===== src/rtl/mem_access_unit.sv =====
// mem_access_unit: sequences one load/store from the pipeline onto a req/ack data-memory port.
// Optional build macro MISALIGN_TRAP_EN: fault misaligned half/word accesses instead of issuing them.
module mem_access_unit #(
  parameter int ADDR_W = 32
) (
  input  logic              clk,
  input  logic              reset,
  input  logic              mem_read,
  input  logic              mem_write,
  input  logic [1:0]        mem_size,
  input  logic              mem_sign,
  input  logic [ADDR_W-1:0] addr,
  input  logic [31:0]       wdata,
  output logic [31:0]       rdata,
  output logic              stall,
  output logic              done,
  output logic              misalign,
  output logic              dm_req,
  output logic              dm_we,
  output logic [ADDR_W-1:0] dm_addr,
  output logic [3:0]        dm_be,
  output logic [31:0]       dm_wdata,
  input  logic [31:0]       dm_rdata,
  input  logic              dm_ack
);

  // state | meaning
  // IDLE  | waiting for a load/store request
  // REQ   | dm_req held with stable dm_* until dm_ack
  // DONE  | single-cycle completion, done pulse
  typedef enum logic [1:0] {IDLE, REQ, DONE} state_t;

  state_t            state, state_nxt;
  logic [ADDR_W-1:0] addr_q;
  logic [31:0]       wdata_q;
  logic [1:0]        size_q;
  logic              sign_q;
  logic              we_q;
  logic              req_present;
  logic              mis_now;
  logic [3:0]        be_c;
  logic [31:0]       wdata_c;
  logic [7:0]        byte_l;
  logic [15:0]       half_l;
  logic [31:0]       load_ext;

  assign req_present = (mem_read | mem_write) & (mem_size != 2'b00);

`ifdef MISALIGN_TRAP_EN
  logic mis_q;
  assign mis_now = ((mem_size == 2'b10) & addr[0]) |
                   ((mem_size == 2'b11) & (addr[1:0] != 2'b00));

  always_ff @(posedge clk) begin
    if (reset)
      mis_q <= 1'b0;
    else if (state == IDLE)
      mis_q <= req_present & mis_now;
  end

  assign misalign = ~reset & (state == DONE) & mis_q;
`else
  assign mis_now  = 1'b0;
  assign misalign = 1'b0;
`endif

  always_ff @(posedge clk) begin
    if (reset) begin
      state   <= IDLE;
      addr_q  <= '0;
      wdata_q <= '0;
      size_q  <= 2'b00;
      sign_q  <= 1'b0;
      we_q    <= 1'b0;
      rdata   <= '0;
    end else begin
      state <= state_nxt;
      if (state == IDLE && req_present) begin
        addr_q  <= addr;
        wdata_q <= wdata;
        size_q  <= mem_size;
        sign_q  <= mem_sign;
        we_q    <= mem_write;  // read+write together resolves to a store
      end
      if (state == REQ && dm_ack && !we_q)
        rdata <= load_ext;
    end
  end

  always_comb begin
    state_nxt = state;
    stall     = 1'b0;
    done      = 1'b0;
    dm_req    = 1'b0;
    dm_we     = 1'b0;
    case (state)
      IDLE: begin
        stall = req_present & ~reset;
        if (req_present)
          state_nxt = mis_now ? DONE : REQ;
      end
      REQ: begin
        stall  = ~reset;
        dm_req = 1'b1;
        dm_we  = we_q;
        if (dm_ack)
          state_nxt = DONE;
      end
      DONE: begin
        done      = ~reset;
        state_nxt = IDLE;
      end
      default: state_nxt = IDLE;
    endcase
  end

  always_comb begin
    be_c    = 4'b0000;
    wdata_c = wdata_q;
    case (size_q)
      2'b01: begin
        be_c    = 4'b0001 << addr_q[1:0];
        wdata_c = {4{wdata_q[7:0]}};
      end
      2'b10: begin
        be_c    = addr_q[1] ? 4'b1100 : 4'b0011;
        wdata_c = {2{wdata_q[15:0]}};
      end
      2'b11:   be_c = 4'b1111;
      default: be_c = 4'b0000;
    endcase
  end

  always_comb begin
    byte_l = dm_rdata[7:0];
    case (addr_q[1:0])
      2'b00:   byte_l = dm_rdata[7:0];
      2'b01:   byte_l = dm_rdata[15:8];
      2'b10:   byte_l = dm_rdata[23:16];
      default: byte_l = dm_rdata[31:24];
    endcase
    half_l = addr_q[1] ? dm_rdata[31:16] : dm_rdata[15:0];
    case (size_q)
      2'b01:   load_ext = {{24{sign_q & byte_l[7]}}, byte_l};
      2'b10:   load_ext = {{16{sign_q & half_l[15]}}, half_l};
      default: load_ext = dm_rdata;
    endcase
  end

  assign dm_addr  = {addr_q[ADDR_W-1:2], 2'b00};
  assign dm_be    = be_c;
  assign dm_wdata = wdata_c;

endmodule

===== config.mk =====
export PLATFORM = sky130hd
export DESIGN_NAME = mem_access_unit
export DESIGN_NICKNAME = d
export VERILOG_FILES = /design/src/rtl/mem_access_unit.sv
export SDC_FILE = /design/constraint.sdc
export NUM_CORES = 1
export LEC_CHECK = 0
export BUFFER_PORTS_ARGS = -buffer_cell sky130_fd_sc_hd__buf_2
export CELL_PAD_IN_SITES_DETAIL_PLACEMENT = 1
export CELL_PAD_IN_SITES_GLOBAL_PLACEMENT = 1
export CORE_MARGIN = 2
export CORE_UTILIZATION = 35
export CTS_BUF_LIST = sky130_fd_sc_hd__clkbuf_8
export DETAILED_ROUTE_END_ITERATION = 12
export PLACE_DENSITY_LB_ADDON = 0.1
export SLEW_MARGIN = 20
export SYNTH_ARGS = -nofsm -noshare
export SYNTH_HDL_FRONTEND = slang
export SYNTH_SLANG_ARGS = --single-unit

===== constraint.sdc =====
create_clock -name clk -period 5.3 [get_ports clk]
set_clock_uncertainty 0.15 [all_clocks]
set_input_delay 1.59 -clock clk [delete_from_list [all_inputs] [get_ports clk]]
set_output_delay 1.59 -clock clk [all_outputs]
set_load 0.01 [all_outputs]

==> flow_summary.yaml <==
yosys:
  yosys-top-cells-count: "nand2_1, dfxtp_1, a21oi_1, nor2_1, buf_4"
  synth_xor_area_share_pct: 0
  syn_inst: 620
  ys_seq_area_share_pct: 42.66
  yosys_warnings: 0
  synth_top_family_by_area: "compound AO/OA/AOI/OAI gates"
  synth_top_area_share_pct: 42.66
  synth.mux.area_fraction_pct: 2.457
  synth.distinct_cells: 43
  yosysMostFrequentCell: "nand2_1"
  yosys-top-cells-area: "dfxtp_1, nand2_1, a21oi_1, buf_4, nor2_1"
  synth.largest_area_cell: "dfxtp_1"
  synth_seq_cells: 102
  syn_avg_cell_area_um2: 7.721
  synth_top_flop_cell: "dfxtp_1"
  async_flop_share_pct: 0
  mappedNetlistArea_um2: 4787
  yosys.area_share.simple_pct: 20.44
  synth_fa_ha_area_share_pct: 1.045
  synth-edff-count: 0
  synth_compound_area_share_pct: 22.37
clock_tree:
  tritoncts: "done"
  cts_resized: 0
  clock_path_buffers: 2
  cts_root_buffer: "clkbuf_8"
  clk_latency_ns: 0.37
  clock_sinks: 102
  cts_buffers: 9
  post_cts.repair.setup_buffers: 0
  cts_hold_buffers: 0
  cts_htree_levels: 3
  clkTransAtPathRegs_ns: 0.09
route:
  postRouteAntennaNets: 0
  drc: 0
  drt-total-wl_mm: 15.47
  vias_per_cell: 5.035
  num_vias: 4703
  firstDrtPassIters: 4
  drt_first_iter_violations: 199
  wl_per_cell_um: 16.56
worst_setup_path:
  regToRegEndpoint: "rdata[13]$_SDFFE_PP0P_"
  crit_type: "reg -> out"
  crit_path_start_kind: "flop"
  crit_path_end_kind: "primary output"
  r2r_start: "size_q[0]$_SDFFE_PP0P_"
  r2r.worst_path.cells: 5
  cp.required_ns: 3.56
  crit_arrival_ns: 2.54
  r2r_slack_ns: 2.59
  crit_path_max_fanout: 33
  crit_start: "size_q[0]$_SDFFE_PP0P_"
  cp-endpoint: "dm_wdata[16]"
power:
  finalPower_mw: 1.868
  powerDensity_nw_per_um2: 320.1
  p_leak_nw: 2.607
  vdd_drop_max_v: 0.0001178
sta:
  tightest_slew_ns: 1.041
  finalSetupTns_ns: 0
  hold_ws_ns: 0.3084
  final-max-slew-violation-count: 0
  hold_viol_final: 0
  fin_crit_ns: 4.280
  slew_headroom_pct: 30.14
  setup_violations: 0
  post-route-period-util_pct: 80.76
  setup_slack_ns: 1.020
  rsz0062_at_grt: "no"
  clock.fmax_mhz: 233.6
placed_design:
  placed_area_um2: 5597
  dpl.hpwl_mm: 11.27
  place.gp.congestion: 0.8120
  dp_cells: 918
  post-place-ws_ns: 1.325
  port_buffers: 205
floorplan:
  dieArea_um2: 14630
  core_area_um2: 13300
  rows: 42
  ios: 209
  dieWidth_um: 121.0
  start_util_pct: 36.01
  die_y_um: 121.0
finish:
  nNetsFinal: 861
  fin_util_pct: 43.89
  area_delta_synth_final_pct: 21.90
  fin_cells: 934
  drive_gt1_share_pct: 30.91
  final_area_um2: 5836
  nFillCells: 1726
global_routing:
  grt_max_degree: 87
  grt_usage_pct: 21.14
  grt-ovfl-total: 0
  antenna_found_initial: 2
  grt_pass1_vias: 4784
  grt_pass1_wl_mm: 24.38
worst_hold_path:
  hold_class: "reg -> reg"
  min-delay-start: "addr_q[30]$_SDFFE_PP0P_"
run_status:
  status: "finished clean"
flow_run:
  cap_violations: 0
==> area by class of cell <==
cell class              instances  area (um2)  share of cell area, %
well taps                     176       220.2                  3.774
clock buffers                  10       137.6                  2.358
multi-input cells             425        2250                  38.55
flip-flops and latches        102        2042                  34.99
repair buffers                210        1066                  18.27
inverters                       5       18.77                 0.3216
clock inverters                 5       98.84                  1.694
diodes                          1       2.502                0.04288
==> where the power goes <==
group	total, mW	internal (mW)	switching [mW]
logic	0.412	0.156	0.256
clock network	0.590	0.322	0.268
registers	0.866	0.823	0.0430
total	1.87	1.30	0.567
==> layer usage <==
metal	vias to the layer above	part of all wire, %	GRT usage (%)
li1	2346	-	-
met1	2195	43	25.67
met2	145	48	35.64
met3	15	7.7	6.062
met4	2	1.3	7.413
met5	-	0.071	0
==> registers in the layout (all words and copies together) (netlist names) <==
name	cells
addr_q	32
rdata	32
wdata_q	32
size_q	2
state	2
sign_q	1
we_q	1
==> placed cells by master, fill, tap and decap left out, drive strengths merged, types with 2 or more instances in the layout <==
master	netlist	layout
buf	55	210
nand2	167	167
dfxtp	102	102
a21oi	79	79
nor2	49	49
a211oi	21	21
o21ai	14	14
clkbuf	35	10
a22o	8	8
o2bb2ai	8	8
a22oi	8	8
nand3b	7	7
a222oi	6	6
o41ai	6	6
inv	5	5
mux2i	5	5
and2	4	4
mux2	4	4
a31oi	4	4
ha	4	4
nor2b	3	3
a32oi	3	3
a311oi	3	3
conb	1	3
bufinv	0	3
nor3	3	3
a221oi	2	2
clkinv	0	2
==> worst min-delay path by stage <==
stage                               endpoint  slack (ns)  cells after the start
global placement     addr_q[15]$_SDFFE_PP0P_        0.29                      2
detailed placement   addr_q[30]$_SDFFE_PP0P_        0.30                      2
CTS                  addr_q[30]$_SDFFE_PP0P_        0.31                      2
global route        wdata_q[18]$_SDFFE_PP0P_        0.33                      2
floorplan           wdata_q[16]$_SDFFE_PP0P_        0.29                      2
finish               addr_q[30]$_SDFFE_PP0P_        0.31                      2
==> logic make-up after synthesis <==
kind of cell | Yosys count
flip-flops | 102
other | 1
buffers and inverters | 95
AND/OR/NAND/NOR | 241
AO/OA/AOI/OAI | 167
adder cells (fa/ha/maj) | 4
multiplexers | 10
==> worst max-delay path, stage by stage (launching register included) <==
cell	delay (ns)
dfxtp_1	0.40
inv_1	0.08
ha_1	0.30
clkinv_1	0.80
o2bb2ai_1	0.40
buf_2	0.17
Note: power is estimated with default switching activity, not from simulation.
